[src/rtl/spi_write_arbiter.sv]
// spi_write_arbiter: arbitrates write requests from NREQ requesters onto one
// SPI master. Each frame is {1'b1, adr[6:0]} followed by NBIT data bits, MSB
// first, in SPI mode 0 (sclk idles low, mosi stable at every sclk rise).
//
// Optional feature: define SPI_ARB_ROUND_ROBIN_EN for round-robin arbitration.
// Without it, arbitration is fixed priority with the lowest index winning.
//
// Ports:
//   clk   - system clock, rising edge
//   rst   - asynchronous active-high reset
//   req   - per-requester write request, held until the matching ack
//   adr   - requester i address in [7i+6:7i]
//   data  - requester i data in [NBIT*i+NBIT-1:NBIT*i]
//   ack   - one-cycle completion pulse, coincident with the cs rise
//   sclk  - SPI clock, idle low
//   mosi  - serial data out
//   cs    - active-low chip select
//   busy  - high from grant until the end of the inter-frame gap
module spi_write_arbiter #(
    parameter int unsigned NBIT     = 8,
    parameter int unsigned NREQ     = 4,
    parameter int unsigned CLK_DIV  = 4,
    parameter int unsigned CS_SETUP = 8,
    parameter int unsigned CS_GAP   = 8
) (
    input  logic                   clk,
    input  logic                   rst,
    input  logic [NREQ-1:0]        req,
    input  logic [7*NREQ-1:0]      adr,
    input  logic [NBIT*NREQ-1:0]   data,
    output logic [NREQ-1:0]        ack,
    output logic                   sclk,
    output logic                   mosi,
    output logic                   cs,
    output logic                   busy
);

    localparam int unsigned FRAME_BITS = 8 + NBIT;
    localparam int unsigned SREG_W     = FRAME_BITS - 1;
    localparam int unsigned BIT_CYC    = 2 * CLK_DIV;
    localparam int unsigned CNT_MAX    = (CS_SETUP > BIT_CYC)
                                         ? ((CS_SETUP > CS_GAP) ? CS_SETUP : CS_GAP)
                                         : ((BIT_CYC > CS_GAP) ? BIT_CYC : CS_GAP);
    localparam int unsigned CNT_W      = (CNT_MAX > 1) ? $clog2(CNT_MAX) : 1;
    localparam int unsigned BIT_W      = $clog2(FRAME_BITS);
    localparam int unsigned IDX_W      = (NREQ > 1) ? $clog2(NREQ) : 1;

    localparam logic [CNT_W-1:0] SETUP_LAST = CNT_W'(CS_SETUP - 1);
    localparam logic [CNT_W-1:0] HALF_LAST  = CNT_W'(CLK_DIV - 1);
    localparam logic [CNT_W-1:0] BIT_LAST   = CNT_W'(BIT_CYC - 1);
    localparam logic [CNT_W-1:0] GAP_LAST   = CNT_W'(CS_GAP - 1);
    localparam logic [BIT_W-1:0] BITS_LAST  = BIT_W'(FRAME_BITS - 1);

    typedef enum logic [2:0] {IDLE, SETUP, SHIFT, HOLD, GAP} state_t;

    state_t              state;
    logic [CNT_W-1:0]    cnt;
    logic [BIT_W-1:0]    bit_cnt;
    logic [SREG_W-1:0]   sreg;      // bits still to send after the one on mosi
    logic [IDX_W-1:0]    gnt;

    logic                arb_valid;
    logic [IDX_W-1:0]    arb_idx;
    logic [6:0]          sel_adr;
    logic [NBIT-1:0]     sel_data;

`ifdef SPI_ARB_ROUND_ROBIN_EN
    // Index where the next search starts (one past the last grant).
    logic [IDX_W-1:0]    rr_ptr;

    // Round-robin search beginning at rr_ptr, wrapping NREQ-1 -> 0.
    always_comb begin : rr_search
        int unsigned j;
        arb_valid = 1'b0;
        arb_idx   = '0;
        j         = 0;
        for (int unsigned i = 0; i < NREQ; i++) begin
            j = 32'(rr_ptr) + i;
            if (j >= NREQ) begin
                j = j - NREQ;
            end
            if (!arb_valid && req[IDX_W'(j)]) begin
                arb_valid = 1'b1;
                arb_idx   = IDX_W'(j);
            end
        end
    end

    // Pointer advances only when a grant is actually taken.
    always_ff @(posedge clk or posedge rst) begin
        if (rst) begin
            rr_ptr <= '0;
        end else if (state == IDLE && arb_valid) begin
            rr_ptr <= (arb_idx == IDX_W'(NREQ - 1)) ? '0 : arb_idx + IDX_W'(1);
        end
    end
`else
    // Fixed priority: descending scan so the lowest requesting index wins.
    always_comb begin
        arb_valid = |req;
        arb_idx   = '0;
        for (int unsigned i = NREQ; i > 0; i--) begin
            if (req[IDX_W'(i - 1)]) begin
                arb_idx = IDX_W'(i - 1);
            end
        end
    end
`endif

    // Select the winning requester's address and data slices.
    always_comb begin
        sel_adr  = '0;
        sel_data = '0;
        for (int unsigned i = 0; i < NREQ; i++) begin
            if (arb_idx == IDX_W'(i)) begin
                sel_adr  = adr[7*i +: 7];
                sel_data = data[NBIT*i +: NBIT];
            end
        end
    end

    // Frame sequencer with registered SPI outputs.
    always_ff @(posedge clk or posedge rst) begin
        if (rst) begin
            state   <= IDLE;
            cnt     <= '0;
            bit_cnt <= '0;
            sreg    <= '0;
            gnt     <= '0;
            ack     <= '0;
            sclk    <= 1'b0;
            mosi    <= 1'b0;
            cs      <= 1'b1;
            busy    <= 1'b0;
        end else begin
            ack <= '0;
            case (state)
                IDLE: begin
                    if (arb_valid) begin
                        gnt     <= arb_idx;
                        sreg    <= {sel_adr, sel_data};
                        mosi    <= 1'b1;            // write flag leads the frame
                        cs      <= 1'b0;
                        busy    <= 1'b1;
                        sclk    <= 1'b0;
                        cnt     <= '0;
                        bit_cnt <= '0;
                        state   <= SETUP;
                    end
                end
                SETUP: begin
                    if (cnt == SETUP_LAST) begin
                        cnt   <= '0;
                        state <= SHIFT;
                    end else begin
                        cnt <= cnt + CNT_W'(1);
                    end
                end
                SHIFT: begin
                    if (cnt == HALF_LAST) begin
                        sclk <= 1'b1;
                    end
                    if (cnt == BIT_LAST) begin
                        // Falling edge: the only point where mosi may move.
                        sclk <= 1'b0;
                        cnt  <= '0;
                        if (bit_cnt == BITS_LAST) begin
                            mosi  <= 1'b0;
                            state <= HOLD;
                        end else begin
                            bit_cnt <= bit_cnt + BIT_W'(1);
                            mosi    <= sreg[SREG_W-1];
                            sreg    <= {sreg[SREG_W-2:0], 1'b0};
                        end
                    end else begin
                        cnt <= cnt + CNT_W'(1);
                    end
                end
                HOLD: begin
                    if (cnt == HALF_LAST) begin
                        cs       <= 1'b1;
                        ack[gnt] <= 1'b1;
                        cnt      <= '0;
                        state    <= GAP;
                    end else begin
                        cnt <= cnt + CNT_W'(1);
                    end
                end
                GAP: begin
                    if (cnt == GAP_LAST) begin
                        busy  <= 1'b0;
                        cnt   <= '0;
                        state <= IDLE;
                    end else begin
                        cnt <= cnt + CNT_W'(1);
                    end
                end
                default: begin
                    state <= IDLE;
                end
            endcase
        end
    end

endmodule

[config.mk]
export PLATFORM = sky130hd
export DESIGN_NAME = spi_write_arbiter
export DESIGN_NICKNAME = d
export VERILOG_FILES = /design/src/rtl/spi_write_arbiter.sv
export SDC_FILE = /design/constraint.sdc
export NUM_CORES = 1
export LEC_CHECK = 0
export BUFFER_PORTS_ARGS = -buffer_cell sky130_fd_sc_hd__buf_2
export CORE_ASPECT_RATIO = 0.8
export CORE_UTILIZATION = 25
export CTS_CLUSTER_SIZE = 40
export DETAILED_ROUTE_END_ITERATION = 10
export PLACE_DENSITY = 0.53
export RECOVER_POWER = 25
export SYNTH_ARGS = -nofsm -noshare
export SYNTH_HDL_FRONTEND = slang
export SYNTH_SLANG_ARGS = --single-unit
[constraint.sdc]
create_clock -name clk -period 1.9 [get_ports clk]
set_input_delay 0.19 -clock clk [delete_from_list [all_inputs] [get_ports clk]]
set_output_delay 0.19 -clock clk [all_outputs]
set_load 0.01 [all_outputs]
==> Word-level counts from Yosys, hierarchy flattened <==
Index checks and enable logic that the tools add are counted.
{ "op_classes": {"muxes": 46, "n_lt_le_gt_ge": 2, "n_addsub": 2, "reduce_logical": 17, "eq_ne": 18} }
{ "op_table": {"columns": ["cell", "n"], "rows": [
  ["15-bit two-way mux", 3],
  ["8-bit two-way mux", 4],
  ["15-bit one-hot mux with 2 select lines", 1],
  ["7-bit two-way mux", 4],
  ["3-bit two-way mux", 9],
  ["4-bit two-way mux", 5],
  ["3-bit one-hot mux with 5 select lines", 1],
  ["2-bit inequality test (second input constant)", 7],
  ["3-bit AND reduction", 4],
  ["3-bit by 2-bit equality test with 1-bit output (second input constant)", 3],
  ["3-bit one-hot mux with 3 select lines", 1],
  ["1-bit two-way mux", 8],
  ["2-bit two-way mux", 4],
  ["1-bit one-hot mux with 2 select lines", 4],
  ["4-bit one-hot mux with 2 select lines", 1],
  ["3-bit equality test (second input constant)", 2],
  ["6-bit AND reduction", 1],
  ["2-bit nonzero test", 3],
  ["4-bit by 1-bit adder with 4-bit output (second input constant)", 1],
  ["2-bit equality test (second input constant)", 2],
  ["4-bit equality test (second input constant)", 1],
  ["2-bit AND reduction", 2],
  ["4-bit AND reduction", 1],
  ["4-bit OR reduction", 1],
  ["other kinds (12)", 12]
]} }
{ "totals": {"inputBits": 66, "output_inout_bits": 8, "ff_bits": 35, "elab_cells": 95} }

==> Logic depth before layout (Yosys ltp) <==
Gate-level depths: netlist of run 1.
{ "depth": {"word_depth": 11, "mapped_depth": 7, "depth_no_buf": 7} }

==> Least setup slack after synthesis of run 1 <==
Ideal clock, no wire load.
{ "synth_path": {"path_kind": "flip-flop to flip-flop", "startpoint": "register cnt[0]", "endpoint": "register sreg[10]", "stages_incl_launch_ff": 7, "period_less_slack_ns": 1.901, "n_path_buf": 1, "required_ns": 1.774, "arrival_time_ns": 1.775, "setup_time_ns": 0.126, "setup_slack_ns": -0.001, "cell_sequence": "dfrtp_1 ha_1 ha_1 and4bb_2 clkbuf_1 and3_1 a221o_1"} }
{ "synth_via": {"elab_chain_len": 3} }
{ "synth_rtl": {"columns": ["element", "line_no", "source"], "rows": [
  ["from (decl)", "57", "logic [CNT_W-1:0] cnt;"],
  ["from (signal assigned)", "156", "cnt <= cnt + CNT_W'(1);"],
  ["from (signal assigned)", "176", "cnt <= cnt + CNT_W'(1);"],
  ["from (signal assigned)", "186", "cnt <= cnt + CNT_W'(1);"],
  ["3-bit equality test", "163", "if (cnt == BIT_LAST) begin"],
  ["2-bit inequality test (no line)", null, null],
  ["4-bit AND reduction (no line)", null, null],
  ["to (signal assigned)", "141", "sreg <= {sel_adr, sel_data};"],
  ["to (signal assigned)", "173", "sreg <= {sreg[SREG_W-2:0], 1'b0};"],
  ["to (decl)", "59", "logic [SREG_W-1:0] sreg;"]
]} }
No other way between the ends.
A chain may end at the register's enable or synchronous reset.

==> Worst setup path after layout of run 1 <==
{ "layout_path": {"startpoint": "register cnt[0]", "endpoint": "register sreg[12]"} }
Same word-level chain as after synthesis.

==> parameters.txt, run 1 <==
Parameter                              Value

Final layout
  Antenna diode count ... 0
  Non-filler cells in the finished layout ... 477
  # nets final ... 433
  Fraction of layout instances using a drive strength above 1 ... 31.77%
  Post-synthesis to final-layout area growth ... 30.50%

Global route
  Global-route congestion overflow total ... 0
  Global-route wire length before repair ... 11050 um
  Met3 global-route usage ... 2.260%
  Met2 demand-to-capacity share in global routing ... 20.44%
  GR met1 Demand/Resource ... 21.82%
  Busiest metal layer after global routing ... met1
  Combined global-route utilization of all metal layers ... 14.13%
  Antenna violations before repair ... 0
  Via count of the first global-routing pass ... about 2.2k
  Pin count of the biggest net entering global routing ... 36

Status
  Result of the run ... finished clean

Logic synthesis
  Gate count after technology mapping ... 280
  Main area contributors after synthesis ... dfrtp_1 36%, nor2_1 7.7%, o21ai_0 5.1%
  Dominant synthesized flop cell ... dfrtp_1
  Number of flops mapped to enable cells by yosys ... 0
  Avg Cell Area, Syn ... ~8.4 um2
  Post-synthesis instance area ... 0.002355 mm2
  Synthesized net count ... 352
  Total of flip-flops plus latches after synthesis ... 35
  Post-synth top area share ... 36.13%
  Proportion of synthesized flip-flops having asynchronous set or reset ... 100.0%
  Number of synthesis warnings ... 0
  Number of distinct standard cells referenced by the synthesized netlist ... 48
  Most area-hungry cell type in the Yosys netlist ... dfrtp_1
  Sequential cell area fraction in the yosys report ... 37.25%

Routing
  Detailed Route Iter0 Violations ... 116
  Average via count per standard cell ... 4.860
  Post-detailed-route count of antenna-violating nets ... 0
  Routed wire per std cell ... between 10 and 15 um
  Vias ... roughly 2.3k
  Overall routed net length ... 6657 um
  Length of the first detailed-routing pass in iterations ... 4
  Number of remaining DRC errors ... 0

CTS
  Later-pin clock latency in the skew report ... 0.27 ns
  Clock-pin slew of the registers on the worst-case setup and hold paths ... 0.05 ns
  Clock Sinks ... 35
  Setup Fix Bufs, Post-CTS ... 0
  CTS tree ... built
  Inserted Clock Buffers ... 5
  CTS Root Buffer Type ... clkbuf_16
  Number of H-tree levels ... 2
  Buffers from clock root to sink, at most ... 2

Worst setup path
  Data arrival time of the worst path ... 1.98 ns
  Sort of element at the end of the critical path ... flip-flop
  Data required time of the worst path ... 2.05 ns
  Critical path start-end classification ... flip-flop to flip-flop
  Startpoint type of the worst setup path ... flip-flop
  Crit path max fanout ... 15

Timing
  Maximum clock rate ... around 550 MHz
  Time the worst path needs with I/O delays and setup ... 1.829 ns
  Setup repair after global routing missed its margin ... false
  Transition time at the pin with the least slew margin ... 1.116 ns
  Setup slack after layout ... a little over 0.07 ns
  Max-slew violation count ... 0
  Max-slew headroom at the worst pin ... about 25%
  Total count of hold-check failures in the final report ... 0
  Setup-violating endpoint count in the final report ... 0
  Clock skew after layout ... around 0.0046 ns
  Portion of the clock cycle consumed by the worst path in the final layout ... 96.28%

Placement
  Placed cell count ... 469
  Count of buffers from port buffering ... 73
  Final Wtd Congestion ... 0.7694
  Dpl hpwl ... 5291 um
  Pre-CTS setup slack ... -0.02677 ns

Worst hold path
  Type of the worst min-delay path ... input pin to async pin

Die
  I/O Pins ... 74
  Number of cell rows ... 31
  Area inside the core boundary ... 0.009115 mm2
  Total Die Area ... 0.009813 mm2
  Vertical die dimension ... between 80 and 90 um
  Initial Utilization ... 25.83%
  Die span in x ... 110.5 um

Power
  Leakage ... 1.456 nW
  Worst vdd rail ir drop ... a little under 0.0005 V
  Power per standard cell area ... between 1000 and 1500 mW/mm2

Job
  Max capacitance violation total ... 0
## flip-flops by register name (all words and copies together) (netlist names), 2 cells and up
register,flops
sreg,15
ack,4
bit_cnt,4
cnt,3
state,3
gnt,2
## final timing paths
path | slack, ns | end | cells after the start | start
hold / removal | 0.16 | ack[0] | 3 | rst
hold reg to reg | 0.46 | cs | 2 | cs
min in group clk | 0.27 | gnt[1] | 3 | req[0]
max in group asynchronous | 1.22 | sclk | 3 | rst
setup / recovery | 0.07 | sreg[12] | 6 | cnt[0]
setup reg to reg | 0.07 | sreg[12] | 6 | cnt[0]
## worst max-delay path, stage by stage (launching register included)
cell and delay (ns):
dfrtp_1 0.37, ha_1 0.24, ha_4 0.20, and4bb_2 0.25, buf_4 0.19, and3_1 0.19
a221o_1 0.27
## layer usage
metal | vias to the layer above | share of wire (%)
met5 | - | 0
met4 | 0 | 0.56
li1 | 1190 | -
met2 | 66 | 39
met1 | 1060 | 56
met3 | 2 | 4.4
## kinds of logic after synthesis
logic type                 count (synthesis)  share of synthesized area [%]
and+or+nand+nor                          114                          23.91
AOI/OAI and AO/OA                         91                          27.74
DFF                                       35                          37.25
buffers and inverters                     29                          5.845
adders and majority gates                  6                          3.188
muxes                                      3                          1.328
xor gates and xnor gates                   2                         0.7440
## per-stage QoR
step	area [um2]	total power [mW]	utilization [%]	setup TNS, ns	hold slack (ns)
floorplan	2356	2.250	-	0	0.3436
global placement	2925	2.796	32.09	0	0.3160
detailed placement	2925	2.798	32.09	-0.08511	0.3168
CTS	3065	3.569	33.63	0	0.03029
global route	3073	3.822	33.71	0	0.2595
finish	3073	3.538	33.71	0	0.1565
## where the power goes
group | leakage, nW | internal [mW] | switching, mW
sequential | 0.438 | 0.996 | 0.189
combinational | 0.950 | 0.795 | 0.799
clock | 0.0679 | 0.483 | 0.276
total | 1.46 | 2.27 | 1.26
## final cells by class
cell class              count  area (um2)
flip-flops and latches     35       877.1
inverters                   7       26.28
well taps                 115       143.9
clock inverters             1       5.005
clock buffers               7       132.6
repair buffers             96       535.5
multi-input cells         216        1353
fillers                   949        6042
## Yosys cell counts (2+ instances only)
cell type,count
a221o_1,11
o31a_1,2
mux2i_1,2
o31ai_1,12
a2bb2oi_1,2
and3_1,12
buf_6,3
nand3b_1,4
nor3b_1,4
ha_1,6
nor3_1,5
xor2_1,2
o21ai_0,24
nor2_1,48
nand2_1,21
or3b_2,4
buf_2,2
o21bai_1,3
a211oi_1,12
nand2b_1,2
inv_1,7
clkbuf_1,16
o211ai_1,3
nand3_1,5
a21oi_1,12
dfrtp_1,34
## repair_timing
item / CTS / global route
resized for setup: 1 / 1
endpoints found under the setup margin: 10 / 2
hold buffers: 0 / 0
## placed cells by master, fill, tap and decap left out, drive strengths merged, types with 2 or more instances in the layout
cell type  netlist  layout
xor2             2       2
dfrtp           34      34
clkbuf          16       8
a2bb2oi          2       2
and3            12      12
o31a             2       2
or3b             4       4
nor3             5       5
mux2i            2       2
o21ai           24      24
nand2b           2       2
nand2           22      22
nor3b            4       4
buf              6      95
o31ai           12      12
nand3b           4       4
a221o           11      11
o21bai           3       3
nor2            48      48
a21oi           12      12
a22oi            2       2
ha               6       6
nand3            5       5
o211ai           3       3
inv              7       7
a211oi          12      12
No activity file was read; power rests on OpenSTA's default activity.
==> run 2, diff against run 1 <==
--- a/config.mk
+++ b/config.mk
@@ -7,10 +7,11 @@
 export LEC_CHECK = 0
 export BUFFER_PORTS_ARGS = -buffer_cell sky130_fd_sc_hd__buf_2
 export CORE_ASPECT_RATIO = 0.8
-export CORE_UTILIZATION = 25
+export CORE_UTILIZATION = 35
 export CTS_CLUSTER_SIZE = 40
 export DETAILED_ROUTE_END_ITERATION = 10
-export PLACE_DENSITY = 0.53
+export MAX_ROUTING_LAYER = met4
+export PLACE_DENSITY = 0.67
 export RECOVER_POWER = 25
 export SYNTH_ARGS = -nofsm -noshare
 export SYNTH_HDL_FRONTEND = slang
==> run 2 against run 1 <==
Against the previous run: fmax grew 0.39%; combinational power shrank 4%; sequential power is essentially flat; core utilization grew 13 points; critical path depth did not move; count of clock-buffer cells in the layout grew 1; sequential share of layout area increased by 0.75 points; clock skew up 0.0032 ns; global-route usage up 6.1 points; critical path type unchanged; critical endpoint is now sreg[7]; largest cell class unchanged.
==> parameters.txt, run 2 (synthesis gave the netlist of run 1 again) <==
Parameter                              Value

Power
  Worst vdd rail ir drop ... about 0.00037 V
  Internal power ... 2.083 mW
  Leakage ... 1.444 nW
  Sequential fraction of design power ... 35.6%
  Sw Ratio ... 37.36%
  Combinational cell fraction of total power ... 46.1%
  Power Total ... 3.325 mW
  NetSw ... 1.242 mW
  Share of total power in the clock network ... 18.3%
  Power per standard cell area ... about 1100 mW/mm2

Final layout
  Max reg flops ... 15
  Leading cell type in the layout, fill and taps excluded ... buf_2
  Fraction of layout instances using a drive strength above 1 ... between 30% and 40%
  # nets final ... 434
  Antenna diode count ... 0
  Final core occ ... approximately 46%
  Biggest regs ... sreg: 15 flops, ack: 4 flops, bit_cnt: 4 flops
  Post-synthesis to final-layout area growth ... 27.15%
  Largest Register ... sreg
  Commonest cells after routing, fill and taps aside ... 73 x buf_2, 48 x nor2_1, 34 x dfrtp_1, 23 x o21ai_0, 23 x buf_4
  Non-filler cells in the finished layout ... about 450
  Post-Layout Inst Area ... approximately 0.0030 mm2

CTS
  Later-pin clock latency in the skew report ... approximately 0.30 ns
  Inserted Clock Buffers ... 5
  Clock Sinks ... 35
  Clock-pin slew of the registers on the worst-case setup and hold paths ... 0.08 ns
  CTS tree ... built
  CTS Root Buffer Type ... clkbuf_8
  Number of H-tree levels ... 2
  Buffers from clock root to sink, at most ... 2

Placement
  Count of buffers from port buffering ... 73
  Dpl hpwl ... 4882 um
  Final Wtd Congestion ... 0.8124
  Placed standard-cell area ... 0.002894 mm2
  Placed cell count ... 439

Job
  Max capacitance violation total ... 0

Routing
  Detailed Route Iter0 Violations ... around 150
  Overall routed net length ... ~6500 um
  Post-detailed-route count of antenna-violating nets ... 0
  Length of the first detailed-routing pass in iterations ... 4
  Vias ... approximately 2.4k
  Average via count per standard cell ... 5.400
  Number of remaining DRC errors ... 0
  Routed wire per std cell ... 14.55 um

Timing
  Transition time at the pin with the least slew margin ... 0.8595 ns
  Portion of the clock cycle consumed by the worst path in the final layout ... 95.90%
  Max-slew violation count ... 0
  Max-slew headroom at the worst pin ... a little over two fifths
  Setup-violating endpoint count in the final report ... 0
  Maximum clock rate ... 548.8 MHz
  Total count of hold-check failures in the final report ... 0
  Clock skew after layout ... 0.007861 ns
  Min Hold Slack ... 0.1455 ns
  Time the worst path needs with I/O delays and setup ... between 1.5 and 2 ns

Status
  Result of the run ... finished clean

Worst setup path
  Startpoint type of the worst setup path ... flip-flop
  Sort of element at the end of the critical path ... flip-flop
  Data required time of the worst path ... 2.08 ns
  Crit path max fanout ... 15
  Data arrival time of the worst path ... about 2 ns
  Critical path start-end classification ... flip-flop to flip-flop

Die
  Initial Utilization ... 36.56%
  I/O Pins ... 74
  Area inside the core boundary ... ~0.0064 mm2
  Total Die Area ... 0.007062 mm2
  Die span in x ... between 90 and 100 um
  Vertical die dimension ... 75.37 um
  Number of cell rows ... 26

Global route
  Combined global-route utilization of all metal layers ... 20.27%
  Antenna violations before repair ... 0
  Via count of the first global-routing pass ... 2261
  Pin count of the biggest net entering global routing ... 36
  Global-route congestion overflow total ... 0
  Global-route wire length before repair ... 10630 um

Worst hold path
  Type of the worst min-delay path ... input pin to async pin
[run 2: critical path, cell delays in order (launching register included)]
cell and delay [ns]:
dfrtp_1 0.38, ha_1 0.22, ha_2 0.21, and4bb_2 0.25
buf_4 0.19, and3_1 0.18, a221o_1 0.26
[run 2: per-stage QoR]
step	setup WS [ns]	TNS, ns
6_report	0.07785	0
5_1_grt	-0.0006901	-0.0006901
4_1_cts	0.01994	0
3_5_place_dp	0.02597	0
3_3_place_gp	0.07533	0
2_1_floorplan	0.01627	0
[run 2: final cells by class]
| cell class | instances | area (um2) |
|---|---|---|
| repair buffers | 97 | 543.0 |
| clock buffers | 8 | 100.1 |
| fillers | 631 | 3447 |
| multi-input cells | 216 | 1343 |
| inverters | 7 | 26.28 |
| flip-flops and latches | 35 | 877.1 |
| well taps | 84 | 105.1 |
[run 2: path summary, 6_finish.rpt]
check                             endpoint  slack (ns)     start  cells past startpoint
min in group clk                   sreg[0]        0.24  data[24]                      3
max in group asynchronous       bit_cnt[3]        1.22       rst                      3
worst min register to register          cs        0.46        cs                      2
worst min-delay path                ack[0]        0.15       rst                      3
worst max register to register     sreg[7]        0.08    cnt[0]                      6
worst max-delay path               sreg[7]        0.08    cnt[0]                      6
[run 2: power by group through the flow]
| stage | Sequential, mW | Clock, mW | Combinational, mW |
|---|---|---|---|
| 3_3_place_gp | 1.19 | 0 | 1.50 |
| 3_5_place_dp | 1.18 | 0 | 1.55 |
| 5_1_grt | 1.22 | 0.651 | 1.71 |
| 6_report | 1.18 | 0.610 | 1.53 |
| 4_1_cts | 1.18 | 0.619 | 1.54 |
| 2_1_floorplan | 1.14 | 0 | 1.11 |
[run 2: what timing repair did]
item / 4_1_cts / 5_1_grt
hold buffers: 0 / 0
resized for setup: 0 / 2
endpoints found under the setup margin: 0 / 13
buffers inserted: 0 / 0
hold endpoints to repair: 0 / 0
[run 2: per-layer routing]
layer | GRT usage [%] | wire length, um
met1 | 28.09 | 3318
met2 | 30.98 | 2758
met3 | 3.194 | 362
met4 | 5.641 | 63
met5 | - | 0
==> run 3, diff against run 2 <==
--- a/config.mk
+++ b/config.mk
@@ -6,12 +6,13 @@
 export NUM_CORES = 1
 export LEC_CHECK = 0
 export BUFFER_PORTS_ARGS = -buffer_cell sky130_fd_sc_hd__buf_2
+export CAP_MARGIN = 20
 export CORE_ASPECT_RATIO = 0.8
 export CORE_UTILIZATION = 35
 export CTS_CLUSTER_SIZE = 40
 export DETAILED_ROUTE_END_ITERATION = 10
 export MAX_ROUTING_LAYER = met4
-export PLACE_DENSITY = 0.67
+export PLACE_DENSITY = 0.62
 export RECOVER_POWER = 25
 export SYNTH_ARGS = -nofsm -noshare
 export SYNTH_HDL_FRONTEND = slang
==> run 3 against run 2 <==
Against the previous run: worst setup slack got worse by 0.020 ns; first-iteration DRC count decreased by 5.9%; fmax down 1.1%; sequential cell count unchanged; global-route usage up 0.28 points; critical path type unchanged.
==> parameters.txt, run 3 (synthesis gave the netlist of run 1 again) <==
Parameter                              Value

Status
  Result of the run ... finished clean

Timing
  Setup slack after layout ... 0.05757 ns
  Max-slew violation count ... 0
  Final sum of negative setup slack ... 0 ns
  Portion of the clock cycle consumed by the worst path in the final layout ... 96.97%
  Setup repair after global routing missed its margin ... false
  Max-slew headroom at the worst pin ... 42.94%
  Setup-violating endpoint count in the final report ... 0
  Time the worst path needs with I/O delays and setup ... 1.842 ns
  Clock skew after layout ... approximately 0.0033 ns
  Total count of hold-check failures in the final report ... 0
  Transition time at the pin with the least slew margin ... between 0.8 and 0.9 ns
  Maximum clock rate ... around 540 MHz

Final layout
  Biggest regs ... sreg: 15 flops, ack: 4 flops, bit_cnt: 4 flops
  Max reg flops ... 15
  Fraction of layout instances using a drive strength above 1 ... 31.30%
  Antenna diode count ... 0
  Leading cell type in the layout, fill and taps excluded ... buf_2
  Non-filler cells in the finished layout ... 445
  Largest Register ... sreg
  Post-synthesis to final-layout area growth ... 26.62%
  # nets final ... 432
  Post-Layout Inst Area ... approximately 0.0030 mm2
  Commonest cells after routing, fill and taps aside ... 73 x buf_2, 48 x nor2_1, 34 x dfrtp_1, 23 x o21ai_0, 21 x nand2_1

Global route
  Global-route congestion overflow total ... 0
  Antenna violations before repair ... 0
  Pin count of the biggest net entering global routing ... 36
  Via count of the first global-routing pass ... between 2k and 2.5k
  GR met1 Demand/Resource ... 28.78%
  Busiest metal layer after global routing ... met2
  Met3 global-route usage ... 3.992%
  Combined global-route utilization of all metal layers ... about 20%
  Global-route wire length before repair ... 10630 um
  Met2 demand-to-capacity share in global routing ... 30.17%

Placement
  Count of buffers from port buffering ... 73
  Final Wtd Congestion ... around 0.80
  Placed cell count ... between 400 and 500
  Placed standard-cell area ... 0.002892 mm2
  Dpl hpwl ... ~4800 um
  Pre-CTS setup slack ... -0.02155 ns

Job
  Max capacitance violation total ... 0

Die
  Vertical die dimension ... 75.37 um
  Initial Utilization ... a little over a third
  Die span in x ... 93.71 um
  Total Die Area ... 0.007062 mm2
  Number of cell rows ... 26
  Area inside the core boundary ... 0.006441 mm2
  I/O Pins ... 74

Routing
  Length of the first detailed-routing pass in iterations ... 5
  Vias ... between 2k and 2.5k
  Detailed Route Iter0 Violations ... 143
  Routed wire per std cell ... 14.20 um
  Number of remaining DRC errors ... 0
  Overall routed net length ... 6318 um
  Average via count per standard cell ... approximately 5.3
  Post-detailed-route count of antenna-violating nets ... 0

CTS
  CTS Root Buffer Type ... clkbuf_8
  Inserted Clock Buffers ... 5
  Hold buffer count at CTS ... 0
  CTS tree ... built
  Clock Sinks ... 35
  Setup Fix Bufs, Post-CTS ... 0
  Clock-pin slew of the registers on the worst-case setup and hold paths ... 0.07 ns
  Buffers from clock root to sink, at most ... 2
  Number of H-tree levels ... 2
  Later-pin clock latency in the skew report ... 0.28 ns

Power
  Combinational cell fraction of total power ... a little under half
  Leakage ... 1.427 nW
  Share of total power in the clock network ... 15.7%
  Sequential fraction of design power ... 36.6%
  NetSw ... around 1.2 mW
  Sw Ratio ... 37.69%
  Power per standard cell area ... 1092 mW/mm2
  Worst vdd rail ir drop ... 0.0004140 V
  Internal power ... 2.029 mW
  Power Total ... roughly 3.3 mW

Worst setup path
  Crit path max fanout ... 15
  Data required time of the worst path ... 2.07 ns
  Sort of element at the end of the critical path ... flip-flop
  Critical path start-end classification ... flip-flop to flip-flop
  Data arrival time of the worst path ... 2.01 ns
  Startpoint type of the worst setup path ... flip-flop

Worst hold path
  Type of the worst min-delay path ... input pin to async pin
-- run 3: changes by cell type in the layout (fill, tap and decap cells not counted), sizes merged --
cell and change:
buf -2
-- run 3: stage by stage --
step / hold slack [ns] / util (%)
2_1_floorplan: 0.3436 / -
3_3_place_gp: 0.3136 / 44.89
3_5_place_dp: 0.3144 / 44.89
4_1_cts: 0.006401 / 46.17
5_1_grt: 0.2384 / 46.29
6_report: 0.1483 / 46.29
-- run 3: final timing paths --
check | from | to | slack [ns] | cells past startpoint
worst min register to register | cs | cs | 0.46 | 2
worst min-delay path | rst | ack[3] | 0.15 | 3
worst max-delay path | cnt[0] | sreg[2] | 0.06 | 6
max in group asynchronous | rst | gnt[0] | 1.21 | 3
worst max register to register | cnt[0] | sreg[2] | 0.06 | 6
min in group clk | data[24] | sreg[0] | 0.23 | 3
-- run 3: what timing repair did --
| item | CTS | global route |
|---|---|---|
| setup endpoints to repair | 10 | 5 |
| gates resized for setup | 1 | 2 |
| pin swaps | 0 | 0 |
-- run 3: area by class of cell --
cell class / instances / area (um2)
fillers: 647 / 3460
multi-input cells: 216 / 1353
flip-flops and latches: 35 / 877.1
repair buffers: 95 / 540.5
well taps: 84 / 105.1
clock buffers: 8 / 80.08
inverters: 7 / 26.28
-- run 3: worst max-delay path: stages (launching register included) --
cell and delay, ns:
dfrtp_1 0.38, ha_1 0.26, ha_4 0.20, and4bb_2 0.25, buf_4 0.19, and3_1 0.19
a221o_1 0.26
-- run 3: layer usage --
metal	share of wire, %	routed length (um)
met1	51	3198
met2	41	2568
met3	7.5	472
met4	1.3	79
met5	0	0
-- run 3: power groups by stage --
stage                     registers [mW]  clock network, mW  logic, mW
after floorplan                     1.14                  0       1.11
after global placement              1.19                  0       1.52
after detailed placement            1.19                  0       1.56
after CTS                           1.18              0.525       1.56
after global routing                1.22              0.564       1.74
final                               1.19              0.513       1.55
